`src/rtl/dfm_pkg.sv`:
```
// -----------------------------------------------------------------------------
// dfm_pkg
// Shared definitions for the digital-frequency-meter core: SPI opcodes,
// measurement FSM state encoding, counter width, default gate unit and a
// helper that clamps a requested gate time to a usable value.
// -----------------------------------------------------------------------------
package dfm_pkg;

   // Width of each of the reference and signal counters.
   localparam int CNT_W = 32;

   // clk_i cycles per gate_time LSB (1 ms at 200 MHz).
   localparam int GATE_UNIT_DEF = 200_000;

   // SPI command opcodes.
   localparam logic [7:0] CMD_CONF_WR = 8'h2A;
   localparam logic [7:0] CMD_MEAS_ST = 8'h2B;
   localparam logic [7:0] CMD_REG_RD  = 8'h3A;

   // Measurement engine states.
   typedef enum logic [2:0] {
      ST_IDLE = 3'd0,
      ST_ARM  = 3'd1,
      ST_GATE = 3'd2,
      ST_WAIT = 3'd3,
      ST_DONE = 3'd4
   } meas_state_t;

   // A gate time of zero would end the gate immediately; treat it as one unit.
   function automatic logic [7:0] eff_gate_time(input logic [7:0] raw);
      logic [7:0] eff;
      if (raw == 8'd0) begin
         eff = 8'd1;
      end else begin
         eff = raw;
      end
      return eff;
   endfunction

endpackage

```
`src/rtl/dfm_measure.sv`:
```
// -----------------------------------------------------------------------------
// dfm_measure
// Reciprocal (equal-precision) frequency measurement engine. The gate opens on
// a rising edge of the measured signal and closes on the first rising edge
// after the gate timer expires, so both counters span a whole number of signal
// periods.
// Ports:
//   clk        in   1      system clock
//   rst        in   1      asynchronous active-high reset
//   gate_st    in   1      one-cycle start request
//   gate_time  in   8      gate length in GATE_UNIT clk cycles (never zero)
//   sig_clk    in   1      signal under measurement, asynchronous to clk
//   busy       out  1      registered, high in ARM, GATE and WAIT
//   done       out  1      high for the single DONE cycle
//   ref_cnt    out  CNT_W  clk cycles counted across the gate
//   sig_cnt    out  CNT_W  signal rising edges counted across the gate
// -----------------------------------------------------------------------------
module dfm_measure
   import dfm_pkg::*;
#(
   parameter int GATE_UNIT = GATE_UNIT_DEF,
   parameter int CNT_W_P   = CNT_W
) (
   input  logic               clk,
   input  logic               rst,
   input  logic               gate_st,
   input  logic [7:0]         gate_time,
   input  logic               sig_clk,
   output logic               busy,
   output logic               done,
   output logic [CNT_W_P-1:0] ref_cnt,
   output logic [CNT_W_P-1:0] sig_cnt
);

   logic [2:0]         sync_r;
   logic               sig_rise_s;
   meas_state_t        state_r;
   meas_state_t        state_s;
   logic               enter_gate_s;
   logic [31:0]        timer_r;
   logic [31:0]        limit_s;
   logic               timer_hit_s;
   logic               busy_r;
   logic [CNT_W_P-1:0] ref_cnt_r;
   logic [CNT_W_P-1:0] sig_cnt_r;

   // Two-flop synchronizer plus one history flop for edge detection.
   always_ff @(posedge clk or posedge rst) begin
      if (rst) begin
         sync_r <= 3'b000;
      end else begin
         sync_r <= {sync_r[1:0], sig_clk};
      end
   end

   assign sig_rise_s  = sync_r[1] & ~sync_r[2];
   assign limit_s     = 32'(gate_time) * 32'(GATE_UNIT);
   // The gate lasts exactly limit_s clk cycles from GATE entry.
   assign timer_hit_s = ((timer_r + 32'd1) >= limit_s) ? 1'b1 : 1'b0;

   // FSM state register.
   always_ff @(posedge clk or posedge rst) begin
      if (rst) begin
         state_r <= ST_IDLE;
      end else begin
         state_r <= state_s;
      end
   end

   // Next-state logic. A start request re-arms from ARM or WAIT so a stalled
   // signal can be recovered; during GATE the running measurement is kept.
   always_comb begin
      state_s      = state_r;
      enter_gate_s = 1'b0;
      case (state_r)
         ST_IDLE: begin
            if (gate_st) begin
               state_s = ST_ARM;
            end else begin
               state_s = ST_IDLE;
            end
         end
         ST_ARM: begin
            if (gate_st) begin
               state_s = ST_ARM;
            end else if (sig_rise_s) begin
               state_s      = ST_GATE;
               enter_gate_s = 1'b1;
            end else begin
               state_s = ST_ARM;
            end
         end
         ST_GATE: begin
            if (timer_hit_s) begin
               state_s = ST_WAIT;
            end else begin
               state_s = ST_GATE;
            end
         end
         ST_WAIT: begin
            if (gate_st) begin
               state_s = ST_ARM;
            end else if (sig_rise_s) begin
               state_s = ST_DONE;
            end else begin
               state_s = ST_WAIT;
            end
         end
         ST_DONE: begin
            state_s = ST_IDLE;
         end
         default: begin
            state_s = ST_IDLE;
         end
      endcase
   end

   // Busy is registered from the next state so it tracks state_r exactly.
   always_ff @(posedge clk or posedge rst) begin
      if (rst) begin
         busy_r <= 1'b0;
      end else begin
         busy_r <= ((state_s == ST_ARM) || (state_s == ST_GATE) ||
                    (state_s == ST_WAIT)) ? 1'b1 : 1'b0;
      end
   end

   // Counters and gate timer; the edge that ends WAIT is still counted.
   always_ff @(posedge clk or posedge rst) begin
      if (rst) begin
         ref_cnt_r <= '0;
         sig_cnt_r <= '0;
         timer_r   <= 32'd0;
      end else if (enter_gate_s) begin
         ref_cnt_r <= '0;
         sig_cnt_r <= '0;
         timer_r   <= 32'd0;
      end else if ((state_r == ST_GATE) || (state_r == ST_WAIT)) begin
         ref_cnt_r <= ref_cnt_r + CNT_W_P'(1);
         if (sig_rise_s) begin
            sig_cnt_r <= sig_cnt_r + CNT_W_P'(1);
         end
         if (state_r == ST_GATE) begin
            timer_r <= timer_r + 32'd1;
         end
      end
   end

   assign busy    = busy_r;
   assign done    = (state_r == ST_DONE) ? 1'b1 : 1'b0;
   assign ref_cnt = ref_cnt_r;
   assign sig_cnt = sig_cnt_r;

endmodule

```
`src/rtl/dfm_core.sv`:
```
// -----------------------------------------------------------------------------
// dfm_core
// Frequency-meter core behind an SPI slave: decodes command/data bytes,
// launches reciprocal measurements, holds the 64-bit result and serves it
// back one byte per SPI transfer (LSB first).
// Ports:
//   clk_i            in   1   system clock
//   rst_i            in   1   asynchronous active-high reset
//   dc_i             in   1   0 = command byte, 1 = data byte
//   spi_byte_vld_i   in   1   one-cycle strobe for spi_byte_data_i
//   spi_byte_data_i  in   8   received byte
//   sig_clk_i        in   1   signal under measurement (asynchronous)
//   reg_rd_data_o    out  8   result byte selected by the read pointer
//   busy_o           out  1   measurement in progress
// -----------------------------------------------------------------------------
module dfm_core
   import dfm_pkg::*;
#(
   parameter int GATE_UNIT = GATE_UNIT_DEF
) (
   input  logic       clk_i,
   input  logic       rst_i,
   input  logic       dc_i,
   input  logic       spi_byte_vld_i,
   input  logic [7:0] spi_byte_data_i,
   input  logic       sig_clk_i,
   output logic [7:0] reg_rd_data_o,
   output logic       busy_o
);

   logic             cmd_vld_s;
   logic             dat_vld_s;
   logic             is_conf_s;
   logic             is_meas_s;
   logic             is_rd_s;
   logic             known_cmd_s;
   logic             conf_pend_r;
   logic [7:0]       gate_time_r;
   logic             rd_mode_r;
   logic             rd_inc_r;
   logic [2:0]       rd_addr_r;
   logic             gate_st_r;
   logic [63:0]      result_r;
   logic             busy_s;
   logic             done_s;
   logic [CNT_W-1:0] ref_cnt_s;
   logic [CNT_W-1:0] sig_cnt_s;

   assign cmd_vld_s   = spi_byte_vld_i & ~dc_i;
   assign dat_vld_s   = spi_byte_vld_i & dc_i;
   assign is_conf_s   = (cmd_vld_s && (spi_byte_data_i == CMD_CONF_WR)) ? 1'b1 : 1'b0;
   assign is_meas_s   = (cmd_vld_s && (spi_byte_data_i == CMD_MEAS_ST)) ? 1'b1 : 1'b0;
   assign is_rd_s     = (cmd_vld_s && (spi_byte_data_i == CMD_REG_RD))  ? 1'b1 : 1'b0;
   // Unknown opcodes leave every mode flag untouched.
   assign known_cmd_s = is_conf_s | is_meas_s | is_rd_s;

   // CONF_WR accepts exactly one data byte as the new gate time.
   always_ff @(posedge clk_i or posedge rst_i) begin
      if (rst_i) begin
         conf_pend_r <= 1'b0;
         gate_time_r <= 8'd1;
      end else if (is_conf_s) begin
         conf_pend_r <= 1'b1;
      end else if (known_cmd_s) begin
         conf_pend_r <= 1'b0;
      end else if (dat_vld_s && conf_pend_r) begin
         conf_pend_r <= 1'b0;
         gate_time_r <= eff_gate_time(spi_byte_data_i);
      end
   end

   // Read mode stays open until the next known command.
   always_ff @(posedge clk_i or posedge rst_i) begin
      if (rst_i) begin
         rd_mode_r <= 1'b0;
      end else if (is_rd_s) begin
         rd_mode_r <= 1'b1;
      end else if (known_cmd_s) begin
         rd_mode_r <= 1'b0;
      end
   end

   // Pointer advances one cycle after the data byte, after it was shifted out.
   always_ff @(posedge clk_i or posedge rst_i) begin
      if (rst_i) begin
         rd_inc_r  <= 1'b0;
         rd_addr_r <= 3'd0;
      end else begin
         rd_inc_r <= dat_vld_s & rd_mode_r;
         if (is_rd_s) begin
            rd_addr_r <= 3'd0;
         end else if (rd_inc_r) begin
            rd_addr_r <= rd_addr_r + 3'd1;
         end
      end
   end

   // One-cycle start pulse towards the measurement engine.
   always_ff @(posedge clk_i or posedge rst_i) begin
      if (rst_i) begin
         gate_st_r <= 1'b0;
      end else begin
         gate_st_r <= is_meas_s;
      end
   end

   // Result register: reference count in the upper word, signal count below.
   always_ff @(posedge clk_i or posedge rst_i) begin
      if (rst_i) begin
         result_r <= 64'h0;
      end else if (done_s) begin
         result_r <= 64'({ref_cnt_s, sig_cnt_s});
      end
   end

   dfm_measure #(
      .GATE_UNIT (GATE_UNIT),
      .CNT_W_P   (CNT_W)
   ) u_measure (
      .clk       (clk_i),
      .rst       (rst_i),
      .gate_st   (gate_st_r),
      .gate_time (gate_time_r),
      .sig_clk   (sig_clk_i),
      .busy      (busy_s),
      .done      (done_s),
      .ref_cnt   (ref_cnt_s),
      .sig_cnt   (sig_cnt_s)
   );

   assign reg_rd_data_o = result_r[{rd_addr_r, 3'b000} +: 8];
   assign busy_o        = busy_s;

endmodule

```
`config.mk`:
```
export PLATFORM = sky130hd
export DESIGN_NAME = dfm_core
export DESIGN_NICKNAME = d
export VERILOG_FILES = /design/src/rtl/dfm_pkg.sv /design/src/rtl/dfm_measure.sv /design/src/rtl/dfm_core.sv
export SDC_FILE = /design/constraint.sdc
export NUM_CORES = 1
export LEC_CHECK = 0
export ABC_CLOCK_PERIOD_IN_PS = 6300
export BUFFER_PORTS_ARGS = -buffer_cell sky130_fd_sc_hd__buf_2
export CAP_MARGIN = 20
export CELL_PAD_IN_SITES_DETAIL_PLACEMENT = 1
export CELL_PAD_IN_SITES_GLOBAL_PLACEMENT = 1
export CORE_MARGIN = 2
export CORE_UTILIZATION = 45
export CTS_BUF_LIST = sky130_fd_sc_hd__clkbuf_4 sky130_fd_sc_hd__clkbuf_8
export DETAILED_ROUTE_END_ITERATION = 16
export GPL_TIMING_DRIVEN = 0
export PLACE_DENSITY = 0.84
export SLEW_MARGIN = 40
export SYNTH_ARGS = -nofsm -noshare
export SYNTH_HDL_FRONTEND = slang
export SYNTH_SLANG_ARGS = --single-unit
```
`constraint.sdc`:
```
create_clock -name clk_i -period 6.3 [get_ports clk_i]
set_input_delay 0.315 -clock clk_i [delete_from_list [all_inputs] [get_ports clk_i]]
set_output_delay 0.315 -clock clk_i [all_outputs]
set_load 0.005 [all_outputs]
```
==> metrics.txt, run 1 <==
CP Capture Type=flop; drt via density=5.86; Post-synth ARST share=1.00; Routed WL=30,200 µm; endpoints failing setup=0; final layout net count=1,151; CTS tree=done; Clock Skew=0.0246 ns; Pwr per Cell Area=244 nW/µm²; Netlist cell types=56; Final Cycle Share=0.909; initial antenna violation count=0; CP Max Fanout=5; most common cell after layout, fill and taps aside=dfrtp_1; GR Layer Usage met1=0.328; Util after Layout=0.502; Total GRT Usage=0.258; placed cells=1,346; CTS Sinks=182; Final Worst Setup Slack=0.576 ns; CP arrival=6.09 ns; f_max=175 MHz; vias=8,092; die width=157 µm; Total Power=2.85 mW; syn nets=1,106; Ant. Diodes=0; clk buf depth=2; vias in the first global route=8,793; Seq/Total Area, Yosys=0.430; H-tree lvl count=4; slowest stage delay, CP=0.50 ns; fin area=11,700 µm²; I/O Buffers=21; IO Pins=22; RSZ-0062 raised after global routing=no; R2R setup slack=0.58 ns; DP HPWL=20,700 µm; CP bufs+invs=2; CTS root buf=clkbuf_8; critical path depth=21; Area Growth Syn to Fin=10.2%; met3 Usage GRT=0.0410; residual DRC count=0; DR WL/cell=21.9 µm; grt total ovfl=0; Mapped Avg Cell Area=10.6 µm²; Yosys reg bits=182; worst vdd ir=0.150 mV; Hold Path Origin=spi_byte_data_i[7]; worst-margin pin slew=0.772 ns; gr busiest metal=met2; most frequent cells in the layout=dfrtp_1 (181), nor2_1 (109), mux2_2 (79), ha_1 (78), nand2_1 (75); ys flop type=dfrtp_1; die area=24,800 µm²; status=complete, no violations; setup TNS=0 ns; Synth Instances=1,003; Syn Std Cell Area=10,600 µm²; Slew Viols, Final=0; max-cap violations=0; Crit. Startpoint=gate_time_r[2]; worst hold slack=0.0717 ns; HP Class=in2reg; Pre-antenna DRT Iters=4; routability cong.=0.830; Num CTS Buffers=17; Fin. Hold Viols=0; largest net degree at the start of global routing=56; cells along the critical path=ha_1 > ha_1 > inv_1 > fa_1 > inv_1 > fa_1 > ha_1 > a21o_1 > a21oi_1 > o21ba_2 > o21ai_0 > a21oi_1 > a31oi_1 > xnor2_1 > ha_1 > and4_1 > a32o_1 > o21ai_0 > a31oi_1 > nor4b_2 > o221ai_1; pre-CTS setup slack=0.735 ns; Clock Pin Slew Worst Setup and Hold Paths=0.12 ns; Core Footprint=23,300 µm²; crit path kind=reg2reg; r2r startpoint=gate_time_r[2]; FF-to-FF End=u_measure.state_r[0]; worst setup path end=u_measure.state_r[0]; DRT antenna net count=0; M2 GR Usage=0.440; Critical Path Start Type=flop; Most common cell on crit path=ha_1; starting density of the core=0.455; r2r worst-path depth=21; number of flops mapped to enable cells by yosys=0; normalized max-slew margin=0.485; clk_lat worst skew=0.51 ns; std cell rows=56; Post-CTS Setup Inserts=0; placed instance area=11,200 µm²; CP top delay family=adder cells; Required @ worst endpoint=6.67 ns; Non-Filler Instances=1,380; P_leak=5.69 nW; Die Span Y=157 µm; Detailed Route Iter0 Violations=556; minimum clock period=5.72 ns; yosys warns=0; Slowest cell on crit path=fa_1; share of layout cells above drive strength 1=0.166; global-route wire length before repair=49,300 µm
==> area by class of cell <==
| cell class | count | area [µm²] |
|---|---|---|
| Inverter | 28 | 113 |
| Buffer | 34 | 140 |
| Clock inverter | 14 | 199 |
| Sequential cell | 182 | 4560 |
| Timing Repair Buffer | 26 | 208 |
| Fill cell | 2602 | 11600 |
| Tap cell | 319 | 399 |
| Multi-Input combinational cell | 759 | 5810 |
| Clock buffer | 18 | 248 |
==> worst min path at each step <==
stage,to,slack (ns),depth (start not counted)
2_1_floorplan,u_measure.sync_r[1],0.33,0
3_3_place_gp,u_measure.sync_r[1],0.33,0
3_5_place_dp,u_measure.ref_cnt[18],0.30,2
4_1_cts,gate_time_r[7],0.06,2
5_1_grt,gate_time_r[5],0.07,2
6_report,gate_time_r[7],0.07,2
==> worst reg2reg max path, stage by stage, from the launching register on <==
cell and delay, ns:
dfrtp_1 0.49, ha_1 0.39, ha_1 0.30, inv_1 0.06, fa_1 0.50, inv_1 0.06, fa_1 0.49, ha_1 0.36
a21o_1 0.19, a21oi_1 0.24, o21ba_2 0.18, o21ai_0 0.17, a21oi_1 0.30, a31oi_1 0.17, xnor2_1 0.24, ha_1 0.29
and4_1 0.20, a32o_1 0.25, o21ai_0 0.20, a31oi_1 0.09, nor4b_2 0.27, o221ai_1 0.17
==> metal layers <==
| layer | wire [µm] | up-vias |
|---|---|---|
| li1 | - | 3657 |
| met1 | 13100 | 4197 |
| met2 | 15200 | 164 |
| met3 | 807 | 74 |
| met4 | 1130 | 0 |
| met5 | 0 | - |
==> sequential cells by signal, summed over array words and instances, names as in the netlist <==
| register | count |
|---|---|
| conf_pend_r | 1 |
| gate_st_r | 1 |
| gate_time_r | 8 |
| rd_addr_r | 3 |
| rd_inc_r | 1 |
| rd_mode_r | 1 |
| result_r | 64 |
| u_measure.busy | 1 |
| u_measure.ref_cnt | 32 |
| u_measure.sig_cnt | 32 |
| u_measure.state_r | 3 |
| u_measure.sync_r | 3 |
| u_measure.timer_r | 32 |
==> Yosys cell counts (6+ instances only) <==
cell type  count  area (µm²)
fa_1          12         240
and3_1        18         113
or3_1         13        81.3
inv_1         28         105
xnor2_1       38         333
nand3_1       39         195
o21ai_0       58         290
nand2_1       75         282
mux4_2        16         360
or2_2          6        37.5
xor2_1        55         482
a21o_1        10        75.1
and2_1         7        43.8
dfrtp_1      181        4530
mux2_2        79         890
o31ai_1        6        45.0
a31oi_1        8        50.1
nand4_1       24         150
and4_1         8        70.1
nor4_1         9        56.3
nor3_1        12        60.1
clkbuf_1      27         101
ha_1          78         976
nor2_1       110         413
a21oi_1       34         170
==> logic make-up after synthesis <==
| family | count (synthesis) | share of synthesized area |
|---|---|---|
| AOI/OAI and AO/OA | 138 | 0.0771 |
| DFF | 182 | 0.430 |
| adders and majority gates | 90 | 0.115 |
| xor gates and xnor gates | 93 | 0.0769 |
| buffers and inverters | 62 | 0.0230 |
| and+or+nand+nor | 341 | 0.158 |
| muxes | 97 | 0.120 |
==> timing repair <==
item                      CTS  global route
resized for setup           0             0
hold buffers                2             0
hold endpoints to repair   32             0
==> where the power goes <==
part	switching (mW)	leakage (nW)	total [mW]	internal [mW]
Clock	0.533	0.220	0.888	0.356
Combinational	0.423	2.96	0.653	0.230
Sequential	0.0709	2.50	1.31	1.23
Total	1.03	5.69	2.85	1.82
Note: power is estimated with default switching activity, not from simulation.
==> run 2, diff against run 1 <==
- PLACE_DENSITY: 0.84 -> 0.78
==> metrics.txt, run 2 (same netlist as run 1, synthesis figures left out) <==
fin area=11,600 µm² (was 11,700 µm²); f_max=183 MHz (was 175 MHz); Final Worst Setup Slack=0.827 ns (was 0.576 ns); final layout net count=1,151 (unchanged); clk buf depth=2 (unchanged); Core Footprint=23,300 µm² (unchanged); Crit. Startpoint=gate_time_r[2] (unchanged); drt via density=5.66 (was 5.86); global-route wire length before repair=44,400 µm (was 49,300 µm); r2r startpoint=gate_time_r[2] (unchanged); cells along the critical path=ha_1 > ha_1 > inv_1 > fa_1 > inv_1 > fa_1 > ha_1 > a21o_1 > a21oi_1 > o21ba_2 > o21ai_0 > a21oi_1 > a31oi_1 > xnor2_1 > ha_1 > and4_1 > a32o_1 > o21ai_0 > a31oi_1 > nor4b_2 > o221ai_1 (unchanged); starting density of the core=0.455 (unchanged); die area=24,800 µm² (unchanged); Required @ worst endpoint=6.64 ns (was 6.67 ns); std cell rows=56 (unchanged); Routed WL=26,700 µm (was 30,200 µm); Total GRT Usage=0.229 (was 0.258); CTS Sinks=182 (unchanged); Pre-antenna DRT Iters=5 (was 4); Fin. Hold Viols=0 (unchanged); largest net degree at the start of global routing=71 (was 56); DR WL/cell=19.4 µm (was 21.9 µm); Most common cell on crit path=ha_1 (unchanged); die width=157 µm (unchanged); Critical Path Start Type=flop (unchanged); HP Class=in2reg (unchanged); vias in the first global route=8,447 (was 8,793); RSZ-0062 raised after global routing=no (unchanged); Clock Skew=0.0217 ns (was 0.0246 ns); IO Pins=22 (unchanged); CP Max Fanout=5 (unchanged); endpoints failing setup=0 (unchanged); most frequent cells in the layout=dfrtp_1 (181), nor2_1 (109), mux2_2 (79), ha_1 (78), nand2_1 (75) (unchanged); worst vdd ir=0.162 mV (was 0.150 mV); Area Growth Syn to Fin=9.56% (was 10.2%); vias=7,809 (was 8,092); crit path kind=reg2reg (unchanged); Slowest cell on crit path=fa_1 (unchanged); grt total ovfl=0 (unchanged); clk_lat worst skew=0.49 ns (was 0.51 ns); worst hold slack=0.0812 ns (was 0.0717 ns); Biggest register=result_r (unchanged); Clock Pin Slew Worst Setup and Hold Paths=0.11 ns (was 0.12 ns); Num CTS Buffers=17 (unchanged); post-CTS resize count=0 (unchanged); Pwr per Cell Area=237 nW/µm² (was 244 nW/µm²); routability cong.=0.803 (was 0.830); fill cell count=2,610 (was 2,602); I/O Buffers=21 (unchanged); CP arrival=5.81 ns (was 6.09 ns); max-cap violations=0 (unchanged); Total Power=2.75 mW (was 2.85 mW); Detailed Route Iter0 Violations=518 (was 556); Hold Path Origin=spi_byte_data_i[2] (was spi_byte_data_i[7]); CTS tree=done (unchanged); share of layout cells above drive strength 1=0.164 (was 0.166); H-tree lvl count=4 (unchanged); Ant. Diodes=0 (unchanged); DP HPWL=19,500 µm (was 20,700 µm); Final Cycle Share=0.869 (was 0.909); normalized max-slew margin=0.516 (was 0.485); initial antenna violation count=0 (unchanged); Non-Filler Instances=1,379 (was 1,380); CP Capture Type=flop (unchanged); minimum clock period=5.47 ns (was 5.72 ns); P_leak=5.65 nW (was 5.69 nW); status=complete, no violations (unchanged); worst-margin pin slew=0.719 ns (was 0.772 ns); DRT antenna net count=0 (unchanged); pre-CTS setup slack=0.872 ns (was 0.735 ns); placed instance area=11,200 µm² (about the same); Slew Viols, Final=0 (unchanged); residual DRC count=0 (unchanged); most common cell after layout, fill and taps aside=dfrtp_1 (unchanged); slowest stage delay, CP=0.50 ns (about the same); placed cells=1,346 (unchanged); max FFs per register=64 (unchanged); CTS root buf=clkbuf_8 (unchanged); Die Span Y=157 µm (unchanged)
## run 2: power breakdown
group | internal (mW) | switching (mW) | total [mW]
clock network | 0.298 | 0.511 | 0.810
logic | 0.229 | 0.407 | 0.636
registers | 1.23 | 0.0681 | 1.30
total | 1.76 | 0.987 | 2.75
## run 2: timing repair
action                                 in CTS  in global routing
setup buffers                               0                  0
hold buffers                                2                  0
endpoints found under the hold margin      55                  0
## run 2: per-stage QoR
stage | TNS (ns) | util
floorplan | 0 | -
global placement | -224.02 | 0.477
detailed placement | 0 | 0.480
CTS | 0 | 0.498
global route | 0 | 0.499
finish | 0 | 0.499
## run 2: worst paths after layout
check | end | slack, ns | cells past startpoint
worst max register to register | u_measure.state_r[0] | 0.83 | 21
max in group asynchronous | u_measure.sig_cnt[31] | 5.21 | 4
worst min-delay path | gate_time_r[2] | 0.08 | 2
worst min register to register | u_measure.sync_r[1] | 0.40 | 0
min in group asynchronous | result_r[52] | 0.39 | 3
worst max-delay path | u_measure.state_r[0] | 0.83 | 21
## run 2: area by class of cell
type                    count  area (µm²)  area share
plain buffers              34         139      0.0120
clock inverters            14         161      0.0139
inverters                  28         113     0.00971
multi-input cells         759        5810       0.501
clock buffers              17         234      0.0202
flip-flops and latches    182        4560       0.393
repair buffers             26         188      0.0162
well taps                 319         399      0.0344
## run 2: routing by layer
layer | up-vias | routed length, µm | global-route usage
met2 | 115 | 13200 | 0.391
met1 | 4012 | 12400 | 0.310
met3 | 32 | 706 | 0.0306
met5 | - | 0 | 0
met4 | 0 | 452 | 0.0589
li1 | 3650 | - | -
## run 2: critical path, delay by kind of cell, from the launching register on
| kind | cells | cell delay (ns) |
|---|---|---|
| adder cells (fa/ha/maj) | 6 | 2.25 |
| AO/OA/AOI/OAI | 10 | 1.88 |
| flip-flops | 1 | 0.47 |
| AND/OR/NAND/NOR | 2 | 0.42 |
| XOR/XNOR | 1 | 0.22 |
| buffers and inverters | 2 | 0.11 |
